## src/rtl/seg_scan_mux_pkg.sv

```systemverilog
// Shared constants and helpers for the multiplexed 4-digit seven-segment scanner.
// Optional feature macro used by the scanner: LEADING_ZERO_BLANK_EN.
package seg_scan_mux_pkg;

    localparam int unsigned NUM_DIGITS = 4;
    localparam int unsigned NIBBLE_W   = 4;
    localparam logic [NUM_DIGITS-1:0] AN_ALL_OFF = 4'b1111;

    typedef logic [1:0] slot_t;

    // Per-digit leading-zero flags: bit k set when digit k (k > 0) and every
    // higher digit are zero. Digit 0 is always kept so a zero value shows "0".
    function automatic logic [NUM_DIGITS-1:0] lead_zero_mask(
        input logic [NUM_DIGITS*NIBBLE_W-1:0] v
    );
        logic [NUM_DIGITS-1:0] mask;
        mask = '0;
        for (int unsigned k = 1; k < NUM_DIGITS; k++) begin
            mask[k] = ((v >> (NIBBLE_W * k)) == '0);
        end
        return mask;
    endfunction

endpackage

```

## src/rtl/seg_scan_mux_tick.sv

```systemverilog
// Refresh prescaler: counts 0..REFRESH_DIV-1 and flags the last count.
module scan_tick_gen #(
    parameter int unsigned REFRESH_DIV = 100000
) (
    input  logic clk,
    input  logic rst,
    output logic tick
);

    localparam int unsigned CNT_W = (REFRESH_DIV > 1) ? $clog2(REFRESH_DIV) : 1;
    localparam logic [CNT_W-1:0] CNT_MAX = CNT_W'(REFRESH_DIV - 1);

    logic [CNT_W-1:0] cnt;

    // With REFRESH_DIV = 1 the counter sits at 0 and tick stays high every cycle.
    assign tick = (cnt == CNT_MAX);

    // Free-running counter with wrap on tick.
    always_ff @(posedge clk) begin
        if (rst) begin
            cnt <= '0;
        end else if (tick) begin
            cnt <= '0;
        end else begin
            cnt <= cnt + 1'b1;
        end
    end

endmodule

```

## src/rtl/seg_scan_mux.sv

```systemverilog
// Four-digit time-multiplexed display scanner with registered anode/digit/dp.
// Optional build macro: LEADING_ZERO_BLANK_EN (suppresses leading zero digits).
module seg_scan_mux
    import seg_scan_mux_pkg::*;
#(
    parameter int unsigned REFRESH_DIV = 100000
) (
    input  logic                          clk,
    input  logic                          rst,
    input  logic                          load,
    input  logic [NUM_DIGITS*NIBBLE_W-1:0] value,
    input  logic [NUM_DIGITS-1:0]         dp_in,
    input  logic                          blank,
    output logic [NUM_DIGITS-1:0]         an,
    output logic [NIBBLE_W-1:0]           digit,
    output logic                          dp
);

    logic                          tick;
    slot_t                         idx;
    logic [NUM_DIGITS*NIBBLE_W-1:0] disp_reg;
    logic [NUM_DIGITS-1:0]         dp_reg;
    logic [NUM_DIGITS-1:0]         zero_mask;
    logic                          slot_lit;
    logic [NUM_DIGITS-1:0]         an_next;
    logic [NIBBLE_W-1:0]           digit_next;
    logic                          dp_next;

    scan_tick_gen #(
        .REFRESH_DIV(REFRESH_DIV)
    ) u_tick (
        .clk (clk),
        .rst (rst),
        .tick(tick)
    );

    // Slot index advances once per prescaler wrap.
    always_ff @(posedge clk) begin
        if (rst) begin
            idx <= '0;
        end else if (tick) begin
            idx <= idx + 1'b1;
        end
    end

    // Capture new display contents whenever load is sampled high.
    always_ff @(posedge clk) begin
        if (rst) begin
            disp_reg <= '0;
            dp_reg   <= '0;
        end else if (load) begin
            disp_reg <= value;
            dp_reg   <= dp_in;
        end
    end

    // Decode the current slot into the next anode, nibble and dp values.
    always_comb begin
        zero_mask  = '0;
`ifdef LEADING_ZERO_BLANK_EN
        zero_mask  = lead_zero_mask(disp_reg);
`endif
        slot_lit   = !blank && !zero_mask[idx];
        digit_next = disp_reg[idx*NIBBLE_W +: NIBBLE_W];
        an_next    = AN_ALL_OFF;
        dp_next    = 1'b1;
        if (slot_lit) begin
            an_next = ~(4'b0001 << idx);
            dp_next = ~dp_reg[idx];
        end
    end

    // Output register: one cycle behind idx/disp_reg/dp_reg.
    always_ff @(posedge clk) begin
        if (rst) begin
            an    <= AN_ALL_OFF;
            digit <= '0;
            dp    <= 1'b1;
        end else begin
            an    <= an_next;
            digit <= digit_next;
            dp    <= dp_next;
        end
    end

endmodule

```

## config.mk

```make
export PLATFORM = sky130hd
export DESIGN_NAME = seg_scan_mux
export DESIGN_NICKNAME = d
export VERILOG_FILES = /design/src/rtl/seg_scan_mux_pkg.sv /design/src/rtl/seg_scan_mux_tick.sv /design/src/rtl/seg_scan_mux.sv
export SDC_FILE = /design/constraint.sdc
export NUM_CORES = 1
export LEC_CHECK = 0
export ABC_AREA = 1
export CAP_MARGIN = 20
export CORE_UTILIZATION = 30
export DETAILED_ROUTE_END_ITERATION = 6
export SYNTH_ARGS = -nofsm -noshare
export SYNTH_HDL_FRONTEND = slang
export SYNTH_SLANG_ARGS = --single-unit
```

## constraint.sdc

```tcl
create_clock -name clk -period 4 [get_ports clk]
set_input_delay 0.8 -clock clk [delete_from_list [all_inputs] [get_ports clk]]
set_output_delay 0.8 -clock clk [all_outputs]
set_load 0.05 [all_outputs]
```

==> impl_metrics.json <==
{
  "grt_first_pass_wirelength_um": 7817,
  "yosysSeqAreaShare_pct": 46.10,
  "worstPathMaxFanout": 22,
  "remaining_drc_errors": 0,
  "rsz0062_at_grt": "false",
  "crit_required_ps": 4180,
  "path_cells": "clkdlybuf4s50_1 > inv_1 > o21ai_0 > a21oi_1",
  "critical-path-max-stage-delay_ps": 820,
  "synth_async_sr_flop_share_pct": 0,
  "slew_headroom_pct": 55.04,
  "synth_largest_area_cell": "dfxtp_1",
  "finalCritPeriodShare_pct": 56.46,
  "fillCellCount": 712,
  "yosys_register_bits": 48,
  "ys.flop_type": "dfxtp_1",
  "fin_cells": 404,
  "cts_resized": 0,
  "p_leak_nw": 0.9689,
  "grt_max_degree": 24,
  "dieHeight_um": 85.36,
  "final_core_util_pct": 38.50,
  "grt-ovfl-total": 0,
  "cap_violations": 0,
  "syn_area_sq_mm": 0.002084,
  "cts_sinks": 48,
  "boundaryPins": 33,
  "synth_most_common_cell": "nor2_1",
  "die_w_um": 85.36,
  "wire_per_inst_um": 10.77,
  "antenna_found_initial": 0,
  "clkLatencyLatePin_ps": 310,
  "die_area_sq_mm": 0.007285,
  "viasPerCell": 4.550,
  "critical_path_class": "input port to flip-flop",
  "dp_hpwl_um": 3077,
  "drive_above_1_share_pct": 3.704,
  "grt_pass1_vias": 1804,
  "ys_top_cells_by_area": "dfxtp_1, nor2_1, nand2_1",
  "maxSlewViolCount": 0,
  "cts_tree": "built",
  "dr_total_vias": 1838,
  "post-place-cells": 396,
  "worst_hold_slack_ps": 468.8,
  "fin_skew_ps": 9.558,
  "cts_hold_buf": 0,
  "finalWeightedCongestion": 0.7710,
  "initialDrtViolationCount": 81,
  "syn_to_final_growth_pct": 24.79,
  "largest_register_ffs": 17,
  "syn-num-nets": 322,
  "core.rowCount": 30,
  "avgSynthCellArea_sq_um": 7.114,
  "yosys-top-cells-count": "nor2_1, dfxtp_1, nand2_1, o21ai_0, inv_1",
  "final-hold-violation-count": 0,
  "p_per_area_mw_per_mm2": 388.2,
  "cts-root-buf": "clkbuf_8",
  "peakVddDrop_uv": 188.5,
  "cp_top_family": "buffers and inverters",
  "cp.arrival_ps": 2440,
  "finalSetupTns_ps": 0,
  "htreeDepth": 2,
  "core-area_sq_mm": 0.006756,
  "diodes": 0,
  "ant_nets": 0,
  "synth.distinct_cells": 22,
  "yosys_warnings": 0,
  "drt_pass1_iterations": 4,
  "cp_slowest_cell": "clkdlybuf4s50_1",
  "pre_cts_ws_ps": 1419,
  "startpoint_type": "input port",
  "cts_buffers": 5,
  "port_buffers": 32,
  "track_usage_pct": 13.46,
  "cts_setup_buffers": 0,
  "synth_top_area_share_pct": 46.10,
  "finalWorstSetupSlack_ps": 1742,
  "tightest_slew_ps": 673.6,
  "fin_crit_ps": 2258,
  "clkTransAtPathRegs_ps": 100,
  "critical_path_buf_inv_count": 2,
  "wl_um": 4352,
  "holdCritPathClass": "flip-flop to flip-flop",
  "setup_viol": 0,
  "endpoint_kind": "flip-flop",
  "initial_utilization_pct": 30.85,
  "fin_nets": 352,
  "synth_edf_count": 0,
  "synthCells": 293,
  "clock_path_buffers": 2,
  "clock.fmax_mhz": 442.8,
  "status": "complete, no violations"
}
-- power breakdown --
group,switching [mW],leakage [nW],total (mW),internal (mW)
combinational,0.0423,0.507,0.0805,0.0382
clock,0.172,0.0687,0.424,0.252
sequential,0.00912,0.394,0.506,0.497
-- path summary, 6_finish.rpt --
check	startpoint	cells past startpoint	to	slack [ps]
min reg2reg	u_tick.cnt[0]	1	u_tick.cnt[0]	470
max reg2reg	idx[0]	6	idx[1]	2120
min	u_tick.cnt[0]	1	u_tick.cnt[0]	470
max	load	4	disp_reg[15]	1740
-- through the flow --
step                cell area (sq um)  power (mW)
global placement                 2464      0.5974
floorplan                        2085      0.5604
finish                           2601       1.010
global route                     2601       1.053
CTS                              2601       1.023
detailed placement               2464      0.5982
-- area by class of cell --
| cell class | instances | area, sq um | share of cell area, % |
|---|---|---|---|
| multi-input cells | 211 | 988.4 | 38.00 |
| clock inverters | 3 | 68.82 | 2.646 |
| well taps | 80 | 100.1 | 3.848 |
| inverters | 25 | 93.84 | 3.608 |
| repair buffers | 32 | 320.3 | 12.31 |
| flip-flops and latches | 48 | 960.9 | 36.94 |
| clock buffers | 5 | 68.82 | 2.646 |
-- cells by family (layout without fill, tap and decap cells) --
group                      after synthesis  in the layout  synth area share, %
xor gates and xnor gates                 9              9                3.782
adders and majority gates                5              5                3.001
and+or+nand+nor                        155            155                29.71
AOI/OAI and AO/OA                       42             42                10.92
DFF                                     48             48                46.10
buffers and inverters                   34             65                6.483
-- layer usage --
| metal | vias to the layer above | share of wire [%] | global-route usage [%] |
|---|---|---|---|
| met3 | 8 | 4.8 | 3.599 |
| li1 | 974 | - | - |
| met1 | 822 | 47 | 15.80 |
| met4 | 0 | 1.3 | 4.545 |
| met5 | - | 0 | 0 |
| met2 | 34 | 47 | 23.75 |
-- layout by cell type, fill, tap and decap left out, types with 2 or more instances in the layout --
cell	Yosys	routed
nor2_1	95	95
dfxtp_1	48	48
nand2_1	43	43
clkdlybuf4s50_1	0	32
o21ai_0	31	31
inv_1	24	24
nand3_1	10	10
a21oi_1	7	7
xor2_1	7	7
ha_1	5	5
clkbuf_8	0	5
nand4_1	3	3
xnor2_1	2	2
bufinv_16	0	2
No activity file was read; power rests on OpenSTA's default activity.
